`config.mk`:
```
export PLATFORM = sky130hd
export DESIGN_NAME = picorv32_axi_bridge
export DESIGN_NICKNAME = d
export VERILOG_FILES = /design/src/rtl/picorv32_axi_bridge.sv
export SDC_FILE = /design/constraint.sdc
export NUM_CORES = 1
export LEC_CHECK = 0
export BUFFER_PORTS_ARGS = -buffer_cell sky130_fd_sc_hd__buf_4
export CAP_MARGIN = 25
export CORE_AREA = 5 5 96 98
export DETAILED_ROUTE_END_ITERATION = 8
export DIE_AREA = 0 0 101 103
export GPL_TIMING_DRIVEN = 0
export PLACE_DENSITY = 0.55
export SLEW_MARGIN = 40
export SYNTH_ARGS = -nofsm -noshare
export SYNTH_HDL_FRONTEND = slang
export SYNTH_SLANG_ARGS = --single-unit
```
`constraint.sdc`:
```
create_clock -name clk -period 1.13 [get_ports clk]
set_input_delay 0 -clock clk [delete_from_list [all_inputs] [get_ports clk]]
set_output_delay 0 -clock clk [all_outputs]
set_load 0.05 [all_outputs]
```
`src/rtl/picorv32_axi_bridge.sv`:
```
// picorv32_axi_bridge: native mem_valid/mem_ready port to AXI4-Lite master, one transaction at a time.
// Define PICORV32_AXI_ACK_REG_EN to register the mem_ready/mem_rdata return path (+1 cycle latency).
module picorv32_axi_bridge #(
    parameter int         ADDR_W    = 32,
    parameter logic [2:0] INSN_PROT = 3'b100
) (
    input  logic              clk,
    input  logic              resetn,
    input  logic              mem_valid,
    input  logic              mem_instr,
    input  logic [ADDR_W-1:0] mem_addr,
    input  logic [31:0]       mem_wdata,
    input  logic [3:0]        mem_wstrb,
    output logic              mem_ready,
    output logic [31:0]       mem_rdata,
    output logic              mem_axi_awvalid,
    input  logic              mem_axi_awready,
    output logic [ADDR_W-1:0] mem_axi_awaddr,
    output logic [2:0]        mem_axi_awprot,
    output logic              mem_axi_wvalid,
    input  logic              mem_axi_wready,
    output logic [31:0]       mem_axi_wdata,
    output logic [3:0]        mem_axi_wstrb,
    input  logic              mem_axi_bvalid,
    output logic              mem_axi_bready,
    output logic              mem_axi_arvalid,
    input  logic              mem_axi_arready,
    output logic [ADDR_W-1:0] mem_axi_araddr,
    output logic [2:0]        mem_axi_arprot,
    input  logic              mem_axi_rvalid,
    output logic              mem_axi_rready,
    input  logic [31:0]       mem_axi_rdata
);
    logic r_ack_aw, r_ack_w, r_ack_ar, r_xfer_done;
    logic w_is_wr, w_aw_hs, w_w_hs, w_ar_hs, w_b_hs, w_r_hs;

    assign w_is_wr         = |mem_wstrb;
    assign mem_axi_awvalid = mem_valid & w_is_wr & !r_ack_aw;
    assign mem_axi_wvalid  = mem_valid & w_is_wr & !r_ack_w;
    assign mem_axi_arvalid = mem_valid & !w_is_wr & !r_ack_ar;
    assign mem_axi_awaddr  = mem_addr;
    assign mem_axi_araddr  = mem_addr;
    assign mem_axi_wdata   = mem_wdata;
    assign mem_axi_wstrb   = mem_wstrb;
    assign mem_axi_awprot  = 3'b000;
    assign mem_axi_arprot  = mem_instr ? INSN_PROT : 3'b000;

    assign w_aw_hs = mem_axi_awvalid & mem_axi_awready;
    assign w_w_hs  = mem_axi_wvalid & mem_axi_wready;
    assign w_ar_hs = mem_axi_arvalid & mem_axi_arready;
    assign w_b_hs  = mem_axi_bvalid & mem_axi_bready;
    assign w_r_hs  = mem_axi_rvalid & mem_axi_rready;

    // A handshake of the next request landing in the clear cycle must survive the clear.
    always_ff @(posedge clk) begin
        if (!resetn) begin
            r_ack_aw    <= 1'b0;
            r_ack_w     <= 1'b0;
            r_ack_ar    <= 1'b0;
            r_xfer_done <= 1'b0;
        end else begin
            r_ack_aw    <= (r_ack_aw & !r_xfer_done) | w_aw_hs;
            r_ack_w     <= (r_ack_w & !r_xfer_done) | w_w_hs;
            r_ack_ar    <= (r_ack_ar & !r_xfer_done) | w_ar_hs;
            r_xfer_done <= mem_valid & mem_ready;
        end
    end

`ifdef PICORV32_AXI_ACK_REG_EN
    logic        r_resp, r_ready;
    logic [31:0] r_rdata;

    assign mem_axi_bready = mem_valid & w_is_wr & !r_resp;
    assign mem_axi_rready = mem_valid & !w_is_wr & !r_resp;
    assign mem_ready      = r_ready;
    assign mem_rdata      = r_rdata;

    always_ff @(posedge clk) begin
        if (!resetn) begin
            r_resp  <= 1'b0;
            r_ready <= 1'b0;
            r_rdata <= 32'h0;
        end else begin
            r_resp  <= (r_resp & !r_xfer_done) | w_b_hs | w_r_hs;
            r_ready <= w_b_hs | w_r_hs;
            if (w_r_hs)
                r_rdata <= mem_axi_rdata;
        end
    end
`else
    assign mem_axi_bready = mem_valid & w_is_wr;
    assign mem_axi_rready = mem_valid & !w_is_wr;
    assign mem_ready      = w_b_hs | w_r_hs;
    assign mem_rdata      = mem_axi_rdata;
`endif
endmodule

```
==> results.toml <==
[die]
die_h_um = 103
start_util = 0.153
ioPinCount = 253
dieWidth_um = 101
rows = 34
fp.coreArea_um2 = 8380
die-area_um2 = 10400

[timing]
min_period_over_period = 0.960
fmax_mhz = 922
fin_crit_ns = 1.08
clock_skew_ns = 0.00202
final_hold_viol_count = 0
max_slew_margin = 0.659
final-setup-viol-count = 0
tightest_slew_ns = 0.504
slew_viol_final = 0

[setup_path]
crit_fanout = 4
worst_ep_required_time_ns = 1.13
max_stage_delay_ns = 0.44
cp_slowest_cell = "nor4_4"
path_common_cell = "buf_4"
path_cells = "buf_4 > nor4_4 > mux2i_4 > buf_4"
startpoint_type = "input pin"
cp_data_arrival_time_ns = 1.08
crit_type = "input pin to output port"
cp-end-kind = "output port"

[detailed_routing]
wl_um = 4440
routedWlPerCell_um = 10.2
vias = 1428
drt_iter0_drc = 14
first_pass_iters = 4
drc_errors = 0
viasPerCell = 3.29
drtAntennaViolNets = 0

[synthesis]
synthDistinctLibCells = 15
ys_ff_latch = 4
yosys.area.top_type_share = 0.806
ys_top_cells_by_area = "buf_4 81%, dfxtp_1 6.2%, o41ai_1 2.0%, nand3b_1 1.8%, mux2i_1 1.6%"
yosysTopAreaCell = "buf_4"
ys_warn_count = 0
synth_cells = 168
synth_area_um2 = 1280
syn_avg_cell_area_um2 = 7.65
yosysSeqAreaShare = 0.0623

[layout]
regArea_um2 = 80.1
stdcell_area_um2 = 2640
final_cells = 434
antenna_cells = 0
drive_above_1_share = 0.914
multiInputGateArea_um2 = 201
layout.nets = 437
n_fill_cell = 870
area_growth_pct = 105
utilization = 0.315

[placed_design]
gp_routability_congestion = 0.685
port_buffers = 149
place_area_um2 = 2570
post-dp-hpwl_um = 4240
dp_cells = 429

[clock_tree]
clkSinkCount = 4
cts_tree = "yes"
htree_levels = 1
cts_buffer_depth = 2
ctsHoldBuffers = 0
ctsRootBufferMaster = "clkbuf_8"
clk_latency_ns = 0.21
numCtsBuffers = 3
clk_pin_slew_ns = 0.03

[flow_run]
cap_violations = 0

[global_route]
grt_usage = 0.0654
first_global_vias = 1310
antenna_found_initial = 0
grt_max_degree = 9
grt_pass1_wl_um = 5620
grt-ovfl-total = 0

[power]
powerDensity_nw_per_um2 = 866
p_leak_nw = 1.53
p_total_mw = 2.28
max-vdd-ir-drop_v = 0.000371

[run_status]
outcome = "finished clean"

[min_path]
min_path_type = "input pin to flop"
-- flip-flops by register name, summed over array words and instances (netlist names) --
register / flops
r_xfer_done: 1
r_ack_ar: 1
r_ack_aw: 1
r_ack_w: 1
-- timing repair --
| item | 4_1_cts | 5_1_grt |
|---|---|---|
| setup buffers | 0 | 2 |
| endpoints found under the setup margin | 1 | 1 |
| hold endpoints to repair | 0 | 0 |
| gates resized for setup | 1 | 0 |
| pin swaps | 0 | 1 |
-- synthesized netlist by cell type, drive strengths merged --
cell type  number
buf           138
nand3           2
dfxtp           4
conb            1
nor3            1
nor4            1
nand3b          3
inv             2
nand2           5
clkbuf          1
mux2i           2
or4             1
nor2            3
o41ai           4
-- worst max-delay path, delay by kind of cell --
kind          cells  cell delay [ns]
simple gates      1             0.44
buf+inv           2             0.35
mux               1             0.29
-- cell usage in the layout, fill, tap and decap left out --
cell,instances
nor4_4,1
clkbuf_8,3
inv_1,2
dfxtp_1,4
nand2_1,5
buf_4,289
mux2i_4,1
or4_4,1
conb_1,5
o41ai_1,3
nand3b_1,3
o41ai_2,1
mux2i_1,1
nor2_1,2
nand3_1,2
nor3_2,1
clkbuf_1,1
nor2_2,1
-- power breakdown --
group | internal, mW | total, mW | switching (mW) | leakage [nW]
Clock | 0.226 | 0.293 | 0.0667 | 0.0216
Sequential | 0.151 | 0.157 | 0.00641 | 0.0328
Combinational | 0.668 | 1.83 | 1.17 | 1.48
Total | 1.04 | 2.28 | 1.24 | 1.53
-- per-stage QoR --
stage | TNS (ns) | hold WS, ns | setup WS [ns]
after global placement | -0.179 | 0.255 | -0.179
final | 0 | 0.0407 | 0.0451
after floorplan | -0.0471 | 0.136 | -0.0471
after global routing | -0.00712 | 0.0472 | -0.00712
after CTS | 0 | 0.0394 | 0.00884
after detailed placement | -0.170 | 0.256 | -0.170
-- layout make-up --
cell class / instances / share of cell area
Tap cell: 108 / 0.0512
Buffer: 139 / 0.394
Sequential cell: 4 / 0.0303
Clock buffer: 3 / 0.0156
Inverter: 2 / 0.00284
Timing Repair Buffer: 151 / 0.430
Multi-Input combinational cell: 27 / 0.0763
-- routing by layer --
| layer | track usage | up-vias | share of wire |
|---|---|---|---|
| li1 | - | 699 | - |
| met1 | 0.0635 | 591 | 0.24 |
| met2 | 0.129 | 136 | 0.56 |
| met3 | 0.0298 | 2 | 0.20 |
| met4 | 0.00920 | 0 | 0.0061 |
| met5 | 0 | - | 0 |
-- worst paths after layout --
| check | start | to | slack (ns) | depth (start not counted) |
|---|---|---|---|---|
| setup / recovery | mem_wstrb[2] | mem_ready | 0.05 | 4 |
| hold / removal | mem_axi_wready | r_ack_w$_SDFF_PN0_ | 0.04 | 3 |
| setup reg to reg | r_ack_aw$_SDFF_PN0_ | r_ack_aw$_SDFF_PN0_ | 0.39 | 1 |
| hold reg to reg | r_ack_aw$_SDFF_PN0_ | r_ack_aw$_SDFF_PN0_ | 0.48 | 1 |
-- cells by family (layout without fill, tap and decap cells) --
logic type | count (synthesis) | count (layout) | share of synthesized area
AND/OR/NAND/NOR | 16 | 16 | 0.0711
buffers and inverters | 141 | 295 | 0.815
flip-flops | 4 | 4 | 0.0623
AO/OA/AOI/OAI | 4 | 4 | 0.0331
multiplexers | 2 | 2 | 0.0156
other | 1 | 5 | 0.00292
Power figures use the tool's default switching activity.
